==> src/rtl/fifo_uart_tx_if.sv <==
`default_nettype none
// ============================================================================
//  Module      : fifo_uart_tx_if
//  Description : Bundle of FIFO-side and line-side signals of the FIFO-fed
//                UART transmitter. The slave modport is the transmitter view;
//                the master modport is the view of whatever drives it.
//  Revision    : 1.0 - initial release
// ============================================================================
interface fifo_uart_tx_if;
    logic        tx_en;
    logic        fifo_empty;
    logic [7:0]  fifo_data;
    logic        fifo_rd;
    logic        tx;
    logic        busy;
    logic        frame_done;
    logic [15:0] frame_cnt;

    modport master (
        output tx_en,
        output fifo_empty,
        output fifo_data,
        input  fifo_rd,
        input  tx,
        input  busy,
        input  frame_done,
        input  frame_cnt
    );

    modport slave (
        input  tx_en,
        input  fifo_empty,
        input  fifo_data,
        output fifo_rd,
        output tx,
        output busy,
        output frame_done,
        output frame_cnt
    );
endinterface
`default_nettype wire

==> src/rtl/fifo_uart_tx.sv <==
`default_nettype none
// ============================================================================
//  Module      : fifo_uart_tx
//  Description : UART transmitter that pops bytes from an upstream FIFO with
//                registered read data and sends them LSB first, 8 data bits,
//                one stop bit. Back-to-back frames carry no idle gap.
//                Optional even parity bit when FIFO_UART_TX_PARITY_EN is
//                defined (frame becomes 11 bits).
//  Revision    : 1.0 - initial release
// ============================================================================
module fifo_uart_tx #(
    parameter int CLKS_PER_BIT = 16
) (
    input  logic           clock,
    input  logic           rst,
    fifo_uart_tx_if.slave  bus
);

    localparam logic [15:0] c_BIT_LAST = 16'(CLKS_PER_BIT - 1);
    localparam logic [2:0]  c_IDX_LAST = 3'd7;

    typedef enum logic [2:0] {
        S_IDLE   = 3'd0,
        S_POP    = 3'd1,
        S_LOAD   = 3'd2,
        S_START  = 3'd3,
        S_DATA   = 3'd4,
`ifdef FIFO_UART_TX_PARITY_EN
        S_PARITY = 3'd5,
`endif
        S_STOP   = 3'd6
    } state_t;

    state_t      r_state;
    state_t      w_next_state;
    logic [15:0] r_timer;
    logic [2:0]  r_idx;
    logic [7:0]  r_shift;
    logic [15:0] r_frame_cnt;
    logic        w_bit_end;
    logic        w_line_state;
    logic        w_want_pop;
    logic        w_tx;

    assign w_bit_end  = (r_timer == c_BIT_LAST);
    assign w_want_pop = bus.tx_en && !bus.fifo_empty;

    // States in which the bit timer runs (a serial bit is on the line)
    always_comb begin
        w_line_state = 1'b0;
        case (r_state)
            S_START, S_DATA, S_STOP: w_line_state = 1'b1;
`ifdef FIFO_UART_TX_PARITY_EN
            S_PARITY:                w_line_state = 1'b1;
`endif
            default:                 w_line_state = 1'b0;
        endcase
    end

    // State register
    always_ff @(posedge clock or posedge rst) begin
        if (rst) r_state <= S_IDLE;
        else     r_state <= w_next_state;
    end

    // Next-state decode; the FIFO flag is only looked at in IDLE and on the
    // final stop cycle so a new frame chains straight onto the previous one
    always_comb begin
        w_next_state = r_state;
        case (r_state)
            S_IDLE:  if (w_want_pop) w_next_state = S_POP;
            S_POP:   w_next_state = S_LOAD;
            S_LOAD:  w_next_state = S_START;
            S_START: if (w_bit_end) w_next_state = S_DATA;
`ifdef FIFO_UART_TX_PARITY_EN
            S_DATA:   if (w_bit_end && (r_idx == c_IDX_LAST)) w_next_state = S_PARITY;
            S_PARITY: if (w_bit_end) w_next_state = S_STOP;
`else
            S_DATA:   if (w_bit_end && (r_idx == c_IDX_LAST)) w_next_state = S_STOP;
`endif
            S_STOP:  if (w_bit_end) w_next_state = w_want_pop ? S_POP : S_IDLE;
            default: w_next_state = S_IDLE;
        endcase
    end

    // Bit timer: restarts at every bit boundary, parked at 0 off the line
    always_ff @(posedge clock or posedge rst) begin
        if (rst)                          r_timer <= '0;
        else if (w_line_state && !w_bit_end) r_timer <= r_timer + 16'd1;
        else                              r_timer <= '0;
    end

    // Data bit index: advances on each data-bit boundary, cleared outside DATA
    always_ff @(posedge clock or posedge rst) begin
        if (rst)                               r_idx <= '0;
        else if (r_state != S_DATA)            r_idx <= '0;
        else if (w_bit_end)                    r_idx <= r_idx + 3'd1;
    end

    // Shift register: loaded in LOAD (read data valid the cycle after the
    // pop), shifted right at each data-bit boundary
    always_ff @(posedge clock or posedge rst) begin
        if (rst)                                   r_shift <= '0;
        else if (r_state == S_LOAD)                r_shift <= bus.fifo_data;
        else if ((r_state == S_DATA) && w_bit_end) r_shift <= {1'b0, r_shift[7:1]};
    end

`ifdef FIFO_UART_TX_PARITY_EN
    logic r_parity;

    // Even parity captured with the byte, before shifting destroys it
    always_ff @(posedge clock or posedge rst) begin
        if (rst)                    r_parity <= 1'b0;
        else if (r_state == S_LOAD) r_parity <= ^bus.fifo_data;
    end
`endif

    // Completed-frame counter, wraps naturally at 16 bits
    always_ff @(posedge clock or posedge rst) begin
        if (rst)                                   r_frame_cnt <= '0;
        else if ((r_state == S_STOP) && w_bit_end) r_frame_cnt <= r_frame_cnt + 16'd1;
    end

    // Line level decoded from state so reset forces idle-high immediately
    always_comb begin
        w_tx = 1'b1;
        case (r_state)
            S_START:  w_tx = 1'b0;
            S_DATA:   w_tx = r_shift[0];
`ifdef FIFO_UART_TX_PARITY_EN
            S_PARITY: w_tx = r_parity;
`endif
            default:  w_tx = 1'b1;
        endcase
    end

    assign bus.tx         = w_tx;
    assign bus.fifo_rd    = (r_state == S_POP);
    assign bus.busy       = (r_state != S_IDLE);
    assign bus.frame_done = (r_state == S_STOP) && w_bit_end;
    assign bus.frame_cnt  = r_frame_cnt;

endmodule
`default_nettype wire

==> src/flat_wrapper.sv <==
// flat-port wrapper written by rule: the top's interface ports become plain ports
module fifo_uart_tx_flat 
#(
    parameter int CLKS_PER_BIT = 16
)
  (clock, rst, bus_tx_en, bus_fifo_empty, bus_fifo_data, bus_fifo_rd, bus_tx, bus_busy, bus_frame_done, bus_frame_cnt);
  fifo_uart_tx_if bus_i ();
  input  logic clock;
  input  logic rst;
  input wire logic [$bits(bus_i.tx_en)-1:0] bus_tx_en;
  input wire logic [$bits(bus_i.fifo_empty)-1:0] bus_fifo_empty;
  input wire logic [$bits(bus_i.fifo_data)-1:0] bus_fifo_data;
  output wire logic [$bits(bus_i.fifo_rd)-1:0] bus_fifo_rd;
  output wire logic [$bits(bus_i.tx)-1:0] bus_tx;
  output wire logic [$bits(bus_i.busy)-1:0] bus_busy;
  output wire logic [$bits(bus_i.frame_done)-1:0] bus_frame_done;
  output wire logic [$bits(bus_i.frame_cnt)-1:0] bus_frame_cnt;
  assign bus_i.tx_en = bus_tx_en;
  assign bus_i.fifo_empty = bus_fifo_empty;
  assign bus_i.fifo_data = bus_fifo_data;
  assign bus_fifo_rd = bus_i.fifo_rd;
  assign bus_tx = bus_i.tx;
  assign bus_busy = bus_i.busy;
  assign bus_frame_done = bus_i.frame_done;
  assign bus_frame_cnt = bus_i.frame_cnt;
  fifo_uart_tx #(.CLKS_PER_BIT(CLKS_PER_BIT)) u_core (.clock(clock), .rst(rst), .bus(bus_i));
endmodule
==> config.mk <==
export PLATFORM = sky130hd
export DESIGN_NAME = fifo_uart_tx_flat
export DESIGN_NICKNAME = d
export VERILOG_FILES = /design/src/rtl/fifo_uart_tx_if.sv /design/src/rtl/fifo_uart_tx.sv /design/src/flat_wrapper.sv
export SDC_FILE = /design/constraint.sdc
export NUM_CORES = 1
export LEC_CHECK = 0
export ABC_AREA = 1
export CAP_MARGIN = 25
export CORE_MARGIN = 2
export CORE_UTILIZATION = 50
export DETAILED_ROUTE_END_ITERATION = 7
export GPL_ROUTABILITY_DRIVEN = 1
export PLACE_DENSITY = 0.86
export SETUP_SLACK_MARGIN = 0.05
export SLEW_MARGIN = 25
export SYNTH_ARGS = -nofsm -noshare
export SYNTH_HDL_FRONTEND = slang
export SYNTH_SLANG_ARGS = --single-unit
==> constraint.sdc <==
create_clock -name clock -period 1.9 [get_ports clock]
set_clock_uncertainty 0.2 [all_clocks]
set_input_delay 0.57 -clock clock [delete_from_list [all_inputs] [get_ports clock]]
set_output_delay 0.57 -clock clock [all_outputs]
set_load 0.02 [all_outputs]
==> metrics.cfg <==
[worst_setup_path]
critPathMaxFanout=2
cp_data_arrival_time_ns=1.40
crit_chain=nor2_2 > nand2_2 > nor2_4 > nand2_2 > nor2_4 > buf_6
worst_r2r_endpoint=u_core.r_timer[10]
cp-startpoint=u_core.r_timer[4]
cp-start-kind=flop
end_kind=primary output
crit_required_ns=1.13
r2r_cells=8
max_stage_delay_ns=0.40
crit_type=flop to primary output
slowest_stage=dfrtp_1
rrSetupSlack_ns=0.09
r2r-start=u_core.r_timer[0]

[die]
row_count=26
die_area_um2=6050
initial_core_util_pct=52.6
die_height_um=77.8
die_w_um=77.8
pin_count=32
core-area_um2=5170

[place]
dp_slack_ns=-0.507
placed_area_um2=3530
io_buffers=31
gp_congestion=0.896
hpwl_um=4750

[cts]
tritoncts=yes
cts_inserted_buffers=5
cts-root-buf=clkbuf_8
numClockSinks=46
cts-htree-levels=2
clk_pin_slew_worst_paths_ns=0.08
clkLatencyLatePin_ns=0.31
cts.hold.buffers_added=0
clk_path_buf_depth=2

[global_route]
grt_pass1_vias=2804
grt.overflow.total=0
antenna_found_initial=0
grt_pass1_wl_um=12200
gr-usage-all-layers_pct=25.0
grt_max_degree=47

[synth]
ys_types=27
synth_top_cells_by_count=127 x nand2_1, 60 x nor2_1, 46 x dfrtp_1
synth_area_leaders=dfrtp_1 42%, nand2_1 18%, nor2_1 8.3%
async_reset_ff_share_pct=100
syn_inst=372
synth_edf_count=0
syn_area_per_cell_um2=7.32
yosysMostFrequentCell=nand2_1
yosysTopAreaCell=dfrtp_1
yosys_register_bits=46
yosysTopAreaCellShare_pct=42.3
synth_ff_type=dfrtp_1
yosys_warnings=0
syn_area_um2=2720
synth-seq-area-share_pct=42.3
syn_nets=388

[timing]
max_freq_ghz=0.461
hold_viol_final=0
rsz0062_at_grt=yes
period_share_pct=114
worst_slack_ns=-0.271
finalCriticalPeriod_ns=2.17
timing.final.max_slew_violations=0
finalSetupViolCount=4
worst_pin_slew_ns=0.428
relSlewSlack_pct=71.4

[pwr]
power.density_nw_per_um2=432
leakagePower_nw=1.96
vdd_drop_max_mv=0.349

[cells_and_area]
syn_to_final_growth_pct=40.7
num_antenna_cells=0
multi_input_area_um2=1510
n_fill_cell=357
register_area_um2=1150
drive_gt1_share_pct=26.4
final_nets=488
postLayoutCellArea_um2=3830

[flow_run]
maxCapViolations=0

[min_path]
worstHoldEndpoint=u_core.r_idx[2]
hold_path_class=flop to flop
hp-start=u_core.r_idx[2]
holdPathStages=2

[drt]
vias_per_cell=5.40
drc=0
vias=2932
wl_per_cell_um=13.7
drt.antenna.violating_nets=0
drtIter0Drc=241
dr.pass1.iters=5
drt_wl_total_um=7440

[outcome]
violations=negative setup slack
status=finished, violations left

[worst max-delay path by stage]
stage | to | slack, ns | cells past startpoint
global route | bus_frame_done | -0.33 | 6
global placement | bus_frame_done | -0.43 | 6
detailed placement | bus_frame_done | -0.51 | 6
floorplan | bus_frame_done | 0.06 | 5
CTS | bus_frame_done | -0.24 | 6
finish | bus_frame_done | -0.27 | 6
[what timing repair did]
action / in CTS / in global routing
resized for setup: 58 / 22
setup endpoints to repair: 20 / 20
setup buffers: 7 / 5
cloned: 0 / 1
pin swaps: 7 / 6
[worst max-delay path: cells and delay by family, from the launching register on]
kind | cells | cell delay, ns
flip-flops | 1 | 0.40
buffers and inverters | 1 | 0.12
AND/OR/NAND/NOR | 5 | 0.57
[power breakdown]
group,leakage (nW),switching [mW],internal (mW),total [mW]
logic,1.32,0.0235,0.0247,0.0482
clock network,0.0482,0.335,0.294,0.629
registers,0.597,0,0.978,0.978
total,1.96,0.359,1.30,1.66
[sequential cells by signal, indices dropped and copies added, names as in the netlist]
signal,flops
u_core.r_timer,16
u_core.bus.frame_cnt,16
u_core.r_state,3
u_core.r_shift,8
u_core.r_idx,3
[cell type report]
| cell class | count | share of cell area (%) |
|---|---|---|
| clock buffers | 7 | 2.25 |
| repair buffers | 96 | 22.1 |
| clock inverters | 1 | 0.131 |
| well taps | 70 | 2.29 |
| multi-input cells | 287 | 39.3 |
| flip-flops and latches | 46 | 30.1 |
| inverters | 36 | 3.82 |
[layout by cell type, fill, tap and decap left out, types with 5 or more instances in the layout]
cell and n:
buf_6 10, nand2_2 9, nor2_1 49, dlygate4sd2_1 16, nand4_1 7, dfrtp_1 46
buf_4 56, nand2_1 123, clkdlybuf4s50_1 11, inv_2 5, nor2_2 9, o21ai_2 6
o21ai_0 7, inv_1 28, clkbuf_8 6, nand3_1 34, xor2_1 13
[per-stage QoR]
stage | util, % | total power, mW | cells | hold slack [ns] | setup TNS, ns
final | 74.0 | 1.66 | 543 | 0.292 | -0.576
after global placement | 68.2 | 1.05 | 525 | 0.260 | -1.02
after global routing | 74.0 | 1.71 | 543 | 0.333 | -0.739
after floorplan | - | 1.01 | 372 | 0.246 | 0
after detailed placement | 68.2 | 1.05 | 525 | 0.273 | -1.07
after CTS | 72.0 | 1.67 | 540 | 0.292 | -0.432
[cell families (layout without fill, tap and decap cells)]
kind of cell | Yosys count | in the layout | share of synthesized area [%]
AOI/OAI and AO/OA | 18 | 18 | 4.28
muxes | 1 | 1 | 0.368
xor gates and xnor gates | 13 | 13 | 4.18
buffers and inverters | 39 | 140 | 6.85
and+or+nand+nor | 251 | 251 | 40.2
DFF | 46 | 46 | 42.3
adders and majority gates | 4 | 4 | 1.84
[metal layers]
layer,vias up,track usage (%),share of wire (%)
met5,-,0,0
met4,0,11.8,4.3
met3,32,3.60,6.2
met2,151,43.4,51
met1,1370,30.3,39
li1,1379,-,-
Power figures use the tool's default switching activity.
